## src/rtl/div_pipe_pkg.sv

```systemverilog
`default_nettype none
// ============================================================================
//  Module   : div_pipe_pkg
//  Purpose  : Shared types and constants for the RV32M divide execution pipe.
//  Revision : 1.0  initial release
// ============================================================================
package div_pipe_pkg;

  localparam int unsigned XLEN            = 32;
  localparam int unsigned DIV_NUM_ITER    = 32;
  // Lowest fixed writeback priority among the execution pipes
  localparam int unsigned EXE_PIPE_ID_DIV = 3;

  typedef enum logic [1:0] {
    DIV_OP_DIV  = 2'd0,
    DIV_OP_DIVU = 2'd1,
    DIV_OP_REM  = 2'd2,
    DIV_OP_REMU = 2'd3
  } div_op_e;

  typedef struct packed {
    logic [4:0]      rd;
    logic [XLEN-1:0] rs1;          // dividend
    logic [XLEN-1:0] rs2;          // divisor
    div_op_e         div_control;
  } ix_div_inf_t;

  typedef struct packed {
    logic [4:0]      rd;
    logic [XLEN-1:0] result;
  } div_wb_inf_t;

  // Two's complement magnitude; 0x80000000 maps to itself read as unsigned
  function automatic logic [XLEN-1:0] mag32(input logic [XLEN-1:0] v);
    return v[XLEN-1] ? (~v + 1'b1) : v;
  endfunction

  function automatic logic is_signed_op(input div_op_e op);
    return (op == DIV_OP_DIV) || (op == DIV_OP_REM);
  endfunction

  function automatic logic is_rem_op(input div_op_e op);
    return (op == DIV_OP_REM) || (op == DIV_OP_REMU);
  endfunction

endpackage
`default_nettype wire

```

## src/rtl/div_pipe_core.sv

```systemverilog
`default_nettype none
// ============================================================================
//  Module   : div_pipe_core
//  Purpose  : Unsigned restoring shift-subtract iterator, one quotient bit
//             per cycle, DIV_NUM_ITER cycles per operation.
//  Revision : 1.0  initial release
// ============================================================================
module div_pipe_core #(
  parameter int DIV_NUM_ITER = 32
) (
  input  logic        clk,
  input  logic        rst_n,
  input  logic        start,
  input  logic [31:0] dividend,
  input  logic [31:0] divisor,
  output logic [31:0] quotient,
  output logic [31:0] remainder,
  output logic        last
);

  localparam int CNT_W = $clog2(DIV_NUM_ITER);

  logic [31:0]      rem;
  logic [31:0]      quo;
  logic [31:0]      dsr;
  logic [CNT_W-1:0] cnt;
  logic             busy;

  logic [32:0]      r_sh;
  logic [32:0]      diff;
  logic             take;

  // One restoring step: shift in the next dividend bit, subtract if it fits
  always_comb begin
    r_sh = {rem, quo[31]};
    diff = r_sh - {1'b0, dsr};
    take = ~diff[32];
  end

  // Final step of the current operation completes on this edge
  assign last      = busy & (cnt == CNT_W'(DIV_NUM_ITER - 1));
  assign quotient  = quo;
  assign remainder = rem;

  // Iteration registers; counter wraps back to zero after the last step
  always_ff @(posedge clk) begin
    if (!rst_n) begin
      rem  <= '0;
      quo  <= '0;
      dsr  <= '0;
      cnt  <= '0;
      busy <= 1'b0;
    end else if (start) begin
      rem  <= '0;
      quo  <= dividend;
      dsr  <= divisor;
      cnt  <= '0;
      busy <= 1'b1;
    end else if (busy) begin
      rem  <= take ? diff[31:0] : r_sh[31:0];
      quo  <= {quo[30:0], take};
      cnt  <= cnt + 1'b1;
      if (last) begin
        busy <= 1'b0;
      end
    end
  end

endmodule
`default_nettype wire

```

## src/rtl/div_pipe.sv

```systemverilog
`default_nettype none
// ============================================================================
//  Module   : div_pipe
//  Purpose  : RV32M DIV/DIVU/REM/REMU execution pipe. Handles signs, the
//             divide-by-zero and overflow early exits, and the IX/WB
//             handshakes around the unsigned iterator.
//  Revision : 1.0  initial release
// ============================================================================
module div_pipe
  import div_pipe_pkg::*;
#(
  parameter int DIV_NUM_ITER = div_pipe_pkg::DIV_NUM_ITER
) (
  input  logic        clk,
  input  logic        rst_n,
  input  logic        ix_div_valid,
  input  ix_div_inf_t ix_div_inf,
  output logic        div_ready,
  output logic        div_wb_valid,
  input  logic        wb_div_ready,
  output div_wb_inf_t div_wb_inf
);

  localparam logic [1:0] ST_IDLE  = 2'd0;
  localparam logic [1:0] ST_CALC  = 2'd1;
  localparam logic [1:0] ST_FIXUP = 2'd2;
  localparam logic [1:0] ST_DONE  = 2'd3;

  logic [1:0]  state;
  logic [4:0]  rd;
  div_op_e     op;
  logic        neg_q;
  logic        neg_r;

  logic        accept;
  logic        in_signed;
  logic        in_div0;
  logic        in_ovf;
  logic        in_special;
  logic [31:0] in_special_res;
  logic [31:0] in_mag1;
  logic [31:0] in_mag2;

  logic [31:0] core_q;
  logic [31:0] core_r;
  logic        core_last;
  logic [31:0] fixed_res;

  // Ready depends only on state and WB, so IX can never form a loop through it
  assign div_ready    = (state == ST_IDLE) | ((state == ST_DONE) & wb_div_ready);
  assign div_wb_valid = (state == ST_DONE);
  assign accept       = ix_div_valid & div_ready;

  // Decode of the incoming operation: operand magnitudes and early exits
  always_comb begin
    in_signed      = is_signed_op(ix_div_inf.div_control);
    in_div0        = (ix_div_inf.rs2 == 32'h0);
    in_ovf         = in_signed && (ix_div_inf.rs1 == 32'h8000_0000) &&
                     (ix_div_inf.rs2 == 32'hFFFF_FFFF);
    in_special     = in_div0 | in_ovf;
    in_mag1        = in_signed ? mag32(ix_div_inf.rs1) : ix_div_inf.rs1;
    in_mag2        = in_signed ? mag32(ix_div_inf.rs2) : ix_div_inf.rs2;
    in_special_res = 32'h0;
    if (in_div0) begin
      in_special_res = is_rem_op(ix_div_inf.div_control) ? ix_div_inf.rs1 : 32'hFFFF_FFFF;
    end else if (in_ovf) begin
      in_special_res = is_rem_op(ix_div_inf.div_control) ? 32'h0 : 32'h8000_0000;
    end
  end

  // Sign correction of the unsigned iterator outputs
  always_comb begin
    fixed_res = is_rem_op(op) ? (neg_r ? (~core_r + 1'b1) : core_r)
                              : (neg_q ? (~core_q + 1'b1) : core_q);
  end

  div_pipe_core #(
    .DIV_NUM_ITER (DIV_NUM_ITER)
  ) u_core (
    .clk       (clk),
    .rst_n     (rst_n),
    .start     (accept & ~in_special),
    .dividend  (in_mag1),
    .divisor   (in_mag2),
    .quotient  (core_q),
    .remainder (core_r),
    .last      (core_last)
  );

  // Control FSM; acceptance is shared by IDLE and the DONE handoff cycle
  always_ff @(posedge clk) begin
    if (!rst_n) begin
      state      <= ST_IDLE;
      rd         <= '0;
      op         <= DIV_OP_DIV;
      neg_q      <= 1'b0;
      neg_r      <= 1'b0;
      div_wb_inf <= '0;
    end else if (accept) begin
      rd    <= ix_div_inf.rd;
      op    <= ix_div_inf.div_control;
      neg_q <= in_signed & (ix_div_inf.rs1[31] ^ ix_div_inf.rs2[31]);
      neg_r <= in_signed & ix_div_inf.rs1[31];
      if (in_special) begin
        div_wb_inf.rd     <= ix_div_inf.rd;
        div_wb_inf.result <= in_special_res;
        state             <= ST_DONE;
      end else begin
        state <= ST_CALC;
      end
    end else begin
      case (state)
        ST_CALC: begin
          if (core_last) begin
            state <= ST_FIXUP;
          end
        end
        ST_FIXUP: begin
          div_wb_inf.rd     <= rd;
          div_wb_inf.result <= fixed_res;
          state             <= ST_DONE;
        end
        ST_DONE: begin
          if (wb_div_ready) begin
            state <= ST_IDLE;
          end
        end
        default: state <= ST_IDLE;
      endcase
    end
  end

endmodule
`default_nettype wire

```

## config.mk

```make
export PLATFORM = sky130hd
export DESIGN_NAME = div_pipe
export DESIGN_NICKNAME = d
export VERILOG_FILES = /design/src/rtl/div_pipe_pkg.sv /design/src/rtl/div_pipe_core.sv /design/src/rtl/div_pipe.sv
export SDC_FILE = /design/constraint.sdc
export NUM_CORES = 1
export LEC_CHECK = 0
export CORE_MARGIN = 1
export CORE_UTILIZATION = 50
export CTS_BUF_LIST = sky130_fd_sc_hd__clkbuf_4 sky130_fd_sc_hd__clkbuf_8
export DETAILED_ROUTE_END_ITERATION = 10
export GPL_TIMING_DRIVEN = 0
export HOLD_SLACK_MARGIN = 0.02
export PLACE_DENSITY = 0.68
export SLEW_MARGIN = 20
export SYNTH_ARGS = -nofsm -noshare
export SYNTH_HDL_FRONTEND = slang
export SYNTH_SLANG_ARGS = --single-unit
```

## constraint.sdc

```tcl
create_clock -name clk -period 7.9 [get_ports clk]
set_input_delay 1.58 -clock clk [delete_from_list [all_inputs] [get_ports clk]]
set_output_delay 1.58 -clock clk [all_outputs]
set_load 0.005 [all_outputs]
```

==> metrics.yaml <==
critical_path:
  cp_slowest_stage_delay_ns: 0.61
  critPathKind: "in -> reg"
  crit_buf_inv: 3
  cp-end-kind: "register"
  crit_fanout: 10
  critPathArrivalTime_ns: 5.29
  required_ns: 8.30
  crit_chain: "clkdlybuf4s50_1 -> or4_4 -> or4_4 -> nor4_4 -> a41o_1 -> or2_1 -> buf_2 -> and2_1 -> buf_2 -> o21ai_0 -> nor3_1"
  cp_top_family: "simple AND/OR/NAND/NOR gates"
  cpMaxStageDelayCell: "or4_4"
  critPathLaunchType: "input pin"
power_and_ir_drop:
  power_frac_seq: 0.303
  vdd_ir_drop_max_v: 0.000117
  pwr-share-clk: 0.172
  p_leak_nw: 5.72
  intPower_mw: 1.95
  p_comb_frac: 0.526
  powerDensity_nw_per_um2: 266
  swShare: 0.446
  p_sw_mw: 1.57
synth:
  yosys_warnings: 0
  async_reset_ff_frac: 0
  synth_ff_type: "dfxtp_1"
  postSynthCellCount: 1438
  synthDistinctLibCells: 78
  syn-num-nets: 1557
  syn_area_sq_um: 11300
  synth-seq-cells: 149
  syn_area_per_cell_sq_um: 7.89
  synth_edf_count: 0
  seq_area_frac_synth: 0.263
placement:
  hpwl_microns: 30100
  gp_congestion: 0.943
  port_buffers: 112
  placedCellCount: 1830
job:
  drv_cap: 0
floorplan:
  die_w_microns: 153
  rows: 54
  core_region_area_sq_um: 22000
  io_pins: 114
  initial_core_util: 0.515
  die_area_sq_um: 23300
  fp.dieH_microns: 153
hold_path:
  hold_path_class: "reg -> reg"
global_routing:
  grt_pass1_vias: 10400
  grt_max_degree: 17
  grt.total_usage: 0.330
  grt_pass1_wl_microns: 59300
  grt-ovfl-total: 0
  antenna_found_initial: 0
clock_tree:
  cts_setup_buffers: 0
  cts.clk_slew.worst_paths_ns: 0.10
  cts_hold_buffers: 0
  postCtsResizedCells: 0
  clock_latency_ns: 0.50
  cts_root_buffer: "clkbuf_8"
  cts-htree-levels: 4
  cts_made_buffers: 17
  cts.path.max_buffers: 2
  cts_tree: "done"
  clock-sinks: 149
finish:
  layout_common_cells: "160 x nand2_1, 149 x dfxtp_1, 115 x o21ai_0"
  syn_to_final_growth_pct: 16.3
  fin_cells: 1862
  drive_gt1_frac: 0.0544
  finalNetCount: 1688
  final_common_cell: "nand2_1"
  n_antenna_cell: 0
drt:
  routed_wl_microns: 38600
  viasPerCell: 6.15
  drc_errors: 6
  wl_per_cell_microns: 20.7
  vias: 11400
  ant_nets: 0
  drt-initial-drc-count: 1217
  drt_first_pass_iters: 11
sta:
  fin_worst_skew_ns: 0.0158
  setup_viol: 0
  slew_violations: 0
  hold_ws_ns: 0.491
  post-route-min-period_ns: 4.89
  slew_headroom: 0.335
  tns_ns: 0
  max_slew.worst_pin.slew_ns: 0.993
  post-route-period-util: 0.619
  hold_viol: 0
  rsz0062_at_grt: "false"
  clock.fmax_mhz: 204
outcome:
  violations: "DRC"
  status: "finished, violations left"
[final timing paths]
path | start | endpoint | slack, ns | cells after the start
max reg2reg | u_core.quotient[31] | u_core.remainder[24] | 3.63 | 14
min reg2reg | u_core.dsr[16] | u_core.dsr[16] | 0.49 | 2
min | u_core.dsr[16] | u_core.dsr[16] | 0.49 | 2
max | ix_div_inf[15] | u_core.remainder[17] | 3.01 | 11
[registers in the layout (all words and copies together), names as in the netlist]
register	cells
u_core.remainder	32
div_wb_inf	37
u_core.quotient	32
u_core.dsr	32
rd	5
op	1
u_core.cnt	5
state	2
neg_q	1
neg_r	1
u_core.busy	1
[tightest hold or removal path: cells and delay by family, from the launching register on]
family             cells  cell delay [ns]
AOI/OAI and AO/OA      1             0.07
and+or+nand+nor        1             0.05
DFF                    1             0.33
[per-stage QoR]
step	total power, mW	worst slack, ns	area [sq um]	util
floorplan	2.31	3.91	11300	-
global placement	2.85	2.66	12800	0.582
detailed placement	2.87	2.62	12800	0.582
CTS	3.47	3.06	13200	0.599
global route	3.72	2.83	13200	0.599
finish	3.51	3.01	13200	0.599
[layer usage]
metal | global-route usage | vias up | wire [microns]
met5 | 0.0104 | - | 0
met4 | 0.0986 | 0 | 844
met3 | 0.0867 | 62 | 3970
met2 | 0.486 | 530 | 16100
met1 | 0.465 | 5366 | 17600
li1 | - | 5485 | -
[power by group through the flow]
| stage | Clock (mW) | Sequential (mW) | Combinational, mW |
|---|---|---|---|
| after floorplan | 0 | 1.02 | 1.29 |
| after global placement | 0 | 1.07 | 1.78 |
| after detailed placement | 0 | 1.07 | 1.80 |
| after CTS | 0.602 | 1.06 | 1.81 |
| after global routing | 0.637 | 1.08 | 2.01 |
| final | 0.603 | 1.06 | 1.85 |
[cells in the mapped netlist (all sizes together), types with 3 or more instances]
master	instances	share of area
nand2	161	0.053
dfxtp	149	0.26
o21ai	117	0.052
a21oi	105	0.046
xnor2	81	0.063
mux2i	69	0.061
nor2	69	0.023
clkbuf	65	0.024
inv	63	0.021
xor2	63	0.049
o211a	58	0.051
ha	43	0.047
o211ai	39	0.026
and3	29	0.016
buf	24	0.012
nor3	20	0.0088
o31ai	20	0.013
nand3	18	0.0079
nor2b	18	0.0099
or3	18	0.011
nand4	17	0.0094
o41ai	16	0.014
nor4	15	0.0096
a211oi	14	0.0093
a31oi	14	0.0077
or4	14	0.011
and2	13	0.0072
nand2b	12	0.0066
a21o	11	0.0073
or2	11	0.0061
a21boi	9	0.0060
nor3b	7	0.0046
o22ai	7	0.0039
o21a	5	0.0033
o21bai	4	0.0026
a211o	3	0.0023
a41oi	3	0.0023
and4	3	0.0023
[cell type report]
type,instances,area (sq um)
Inverter,63,236
Clock buffer,18,248
Tap cell,280,350
Timing Repair Buffer,112,1120
Sequential cell,149,2980
Multi-Input combinational cell,1136,7700
Buffer,90,425
Fill cell,2107,8830
Clock inverter,14,131
[logic make-up after synthesis]
kind of cell	after synthesis	synth area share
flops	149	0.263
simple gates	435	0.194
xor+xnor	144	0.111
mux	69	0.0609
compound gates	444	0.263
buf+inv	153	0.0583
fa+ha+maj	44	0.0492
Power figures use the tool's default switching activity.
==> RTL edit 1: new RTL, same flow settings <==
Reset style: asynchronous (`rst_n`), changed in 2 clocked blocks.
--- a/src/rtl/div_pipe_core.sv
+++ b/src/rtl/div_pipe_core.sv
@@ -43,7 +43,7 @@
   assign remainder = rem;
 
   // Iteration registers; counter wraps back to zero after the last step
-  always_ff @(posedge clk) begin
+  always_ff @(posedge clk or negedge rst_n) begin
     if (!rst_n) begin
       rem  <= '0;
       quo  <= '0;
--- a/src/rtl/div_pipe.sv
+++ b/src/rtl/div_pipe.sv
@@ -88,7 +88,7 @@
   );
 
   // Control FSM; acceptance is shared by IDLE and the DONE handoff cycle
-  always_ff @(posedge clk) begin
+  always_ff @(posedge clk or negedge rst_n) begin
     if (!rst_n) begin
       state      <= ST_IDLE;
       rd         <= '0;
Behaviour: differs if rst_n is asserted again (counterexample within 4 cycles, from zero or initial values and one cycle with rst_n low); with rst_n held inactive, the same outputs for 4 cycles.
==> RTL edit 1 against the original RTL <==
  * Critical path depth rose by 1
  * Sequential cell count did not move
  * Routed wire length shrank 13%
  * Area after synthesis down 1.7%
  * Worst setup slack lost 0.76 ns
  * Cell area is 1.0% lower
  * Count of clock-buffer cells in the layout did not move
  * Critical path type unchanged
  * Critical endpoint is now div_wb_inf[3]
Power is not compared: it rests on default switching activity, and its combinational part moved more than twofold at a synthesized area within 25%.
==> RTL edit 1: results (changes against the original RTL) <==
grt_use_met2_pct: 51.26  # +2.6 points
r2r_slack_ns: 3.68  # +0.05 ns
synth.area.top_cells: "dfrtp_1 33%, o21ai_0 7.1%, xnor2_1 6.4%"
synth_ff_type: "dfrtp_1"
wl_per_cell_um: 18.90  # -8.8%
signal_buffers: 190  # -5.9%
critPathSlowestCell: "nor4bb_1"
min_to: "div_wb_inf[14]"
use_met1_pct: 39.26  # -7.3 points
wl_met2_um: 16110  # -0.23%
cpPeakStageDelay_ns: 0.83  # +0.22 ns
synth_compound_gate_area_share_pct: 22.47  # -3.9 points
final-seq-area_um2: 3729  # +25%
ys_async_sr_fraction_pct: 100.0  # +100 points
worst_r2r_endpoint: "u_core.remainder[6]"
hp-start: "div_wb_inf[14]"
drt_iter0_drc: 828  # -32%
grt_use_met3_pct: 4.789  # -3.9 points
first_pass_iters: 5  # -6
multiInputGateArea_um2: 6923  # -10%
nonClkBufAreaFrac_pct: 11.10  # -0.62 points
cts_buffers: 17  # unchanged
clk_share_pct: 2.978  # +0.11 points
synth_fa_ha_area_share_pct: 5.001  # +0.083 points
n_fill_cell: 2009  # -4.7%
synthMuxAreaShare_pct: 6.279  # +0.19 points
gp_congestion: 0.9636  # +2.2%
wl_met3_um: 2170  # -45%
grt_usage_pct: 30.43  # -2.5 points
ys_types: 61  # -22%
top_layer: "met4"
synth_nets: 1472  # -5.5%
vias: 10553  # -7.8%
grt_max_degree: 78  # +61
status: "finished clean"
syn_area_per_cell_um2: 8.247  # +4.5%
crit_path_start: "ix_div_inf[4]"
drive_gt1_share_pct: 3.669  # -1.8 points
worst_r2r_startpoint: "u_core.remainder[0]"
layout.nets: 1605  # -4.9%
endpoint: "div_wb_inf[3]"
place_area_um2: 12670  # -1.1%
detailed_place_hpwl_um: 26160  # -13%
tightest_slew_ns: 1.032  # +0.03853 ns
grt_pass1_wl_um: 53180  # -10%
r2r_cells: 12  # -2
ys_seq_area_share_pct: 33.42  # +7.1 points
multi_input_gates: 1069  # -5.9%
wl_met1_um: 14490  # -18%
skew_ns: 0.01414  # -0.001674 ns
synth_commonest_cells: "159 x o21ai_0, 157 x nand2_1, 149 x dfrtp_1, 96 x a21oi_1, 83 x nor2_1"
n_all_inverters: 59  # -6.3%
grt_pass1_vias: 10178  # -2.5%
antenna_found_initial: 1  # +1
## RTL edit 1: cell types whose count changed after synthesis, sizes merged, moves of 24 or more
cell,before,now
and3,29,5
dfrtp,0,149
dfxtp,149,0
o211a,58,2
o211ai,39,4
o21ai,117,165
## RTL edit 1: power by group through the flow
stage	Combinational [uW]	Clock [uW]	Sequential (uW)
after global placement	3780	0	1520
after CTS	3870	610	1520
after global routing	4330	646	1580
after detailed placement	3850	0	1530
final	3900	604	1520
after floorplan	2830	0	1430
## RTL edit 1: through the flow
stage	hold WS (ns)	utilization, %	instances	setup TNS, ns	setup slack [ns]
floorplan	0.4372	-	1353	0	3.696
global placement	0.4517	57.92	1746	-129.41	-0.8794
detailed placement	0.4607	58.07	1747	0	1.811
CTS	0.4857	59.85	1779	0	2.296
global route	0.5029	59.86	1779	0	1.963
finish	0.4831	59.87	1780	0	2.244
==> RTL edit 2: new RTL, same settings <==
Without the edit above. `DIV_NUM_ITER` is set to 32 in 2 places; all go to 64.
--- a/src/rtl/div_pipe_pkg.sv
+++ b/src/rtl/div_pipe_pkg.sv
@@ -7,7 +7,7 @@
 package div_pipe_pkg;
 
   localparam int unsigned XLEN            = 32;
-  localparam int unsigned DIV_NUM_ITER    = 32;
+  localparam int unsigned DIV_NUM_ITER    = 64;
   // Lowest fixed writeback priority among the execution pipes
   localparam int unsigned EXE_PIPE_ID_DIV = 3;
 
--- a/src/rtl/div_pipe_core.sv
+++ b/src/rtl/div_pipe_core.sv
@@ -6,7 +6,7 @@
 //  Revision : 1.0  initial release
 // ============================================================================
 module div_pipe_core #(
-  parameter int DIV_NUM_ITER = 32
+  parameter int DIV_NUM_ITER = 64
 ) (
   input  logic        clk,
   input  logic        rst_n,
Formal check against the unedited RTL: no difference found for any inputs over 4 cycles, from zero or initial values and one cycle with rst_n low; that may be too few to reach the edited logic, so the function may still have changed.
==> RTL edit 2 against the original RTL <==
  * Cell area decreased by 1.1%
  * Power increased by 0.55%
  * Register-to-register slack improved by 0.36 ns
  * Routed wire length increased by 0.40%
  * Clock skew increased by 0.0049 ns
  * Maximum frequency decreased by 12%
  * Worst setup slack got worse by 0.69 ns
  * Area after synthesis decreased by 1.5%
  * Sequential cell count increased by 1
  * Largest power group unchanged
==> RTL edit 2: results (changes against the original RTL) <==
r2r_cells: 13  # -1
crit_path_start: "ix_div_inf[4]"
clk_share_pct: 3.173  # +0.30 points
syn_area_um2: 11180  # -1.5%
min_period_ns: 5.586  # +0.6929 ns
wl_met2_um: 16900  # +4.7%
port_buffers: 111  # -0.89%
synth.area.top_cells: "dfxtp_1 27%, xnor2_1 6.6%, nand2_1 6.3%"
crit_arrival_ns: 5.96  # +0.67 ns
gp_congestion: 0.9603  # +1.8%
syn_area_per_cell_um2: 7.767  # -1.6%
layout.nets: 1687  # -0.059%
endpoint: "div_wb_inf[17]"
final-seq-area_um2: 3003  # +0.67%
multi_input_gates: 1146  # +0.88%
status: "finished clean"
cpPeakStageDelay_ns: 0.67  # +0.06 ns
drt_iter0_drc: 953  # -22%
skew_ns: 0.02075  # +0.004941 ns
dp_slack_ns: 2.018  # -0.6031 ns
critPathSlowestCell: "nor4_4"
place_area_um2: 12640  # -1.4%
first_pass_iters: 8  # -3
use_met1_pct: 46.99  # +0.45 points
wl_per_cell_um: 20.79  # +0.40%
worst_r2r_endpoint: "u_core.remainder[15]"
worst_ir_drop_vdd_mv: 0.1224  # +4.9%
grt_use_met3_pct: 7.395  # -1.3 points
grt_pass1_wl_um: 58760  # -0.94%
wl_met1_um: 17230  # -2.1%
insertion_delay_ns: 0.48  # -0.02 ns
ys_seq_area_share_pct: 26.87  # +0.58 points
synth_commonest_cells: "188 x nand2_1, 150 x dfxtp_1, 104 x o21ai_0, 94 x nor2_1, 91 x a21oi_1"
detailed_place_hpwl_um: 30030  # -0.29%
n_all_inverters: 52  # -17%
grt_pass1_vias: 10452  # +0.077%
leakagePower_uw: 0.005271  # -7.8%
clock_sinks: 150  # +0.67%
synth_xor_area_share_pct: 11.68  # +0.56 points
r2r_slack_ns: 3.99  # +0.36 ns
n_fill_cell: 2075  # -1.5%
RTL edit 2: cell types whose count changed after synthesis, sizes merged, moves of 6 or more:
cell    change
nand2      +28
and2        -6
a21oi      -14
a31oi       -7
o21ai      -10
a211oi     +21
nand3       -7
nor2       +26
inv        -11
o211ai     -17
o211a      -16
a21boi     +10
RTL edit 2: power groups by stage:
| stage | Clock, uW | Sequential (uW) | Combinational, uW |
|---|---|---|---|
| 2_1_floorplan | 0 | 1010 | 1280 |
| 3_3_place_gp | 0 | 1060 | 1770 |
| 3_5_place_dp | 0 | 1060 | 1790 |
| 4_1_cts | 651 | 1050 | 1800 |
| 5_1_grt | 679 | 1070 | 2010 |
| 6_report | 650 | 1050 | 1830 |
RTL edit 2: tightest hold or removal path, delay by kind of cell (launching register included):
family / cells / cell delay (ns)
flip-flops: 1 / 0.31
AO/OA/AOI/OAI: 1 / 0.06
AND/OR/NAND/NOR: 1 / 0.05
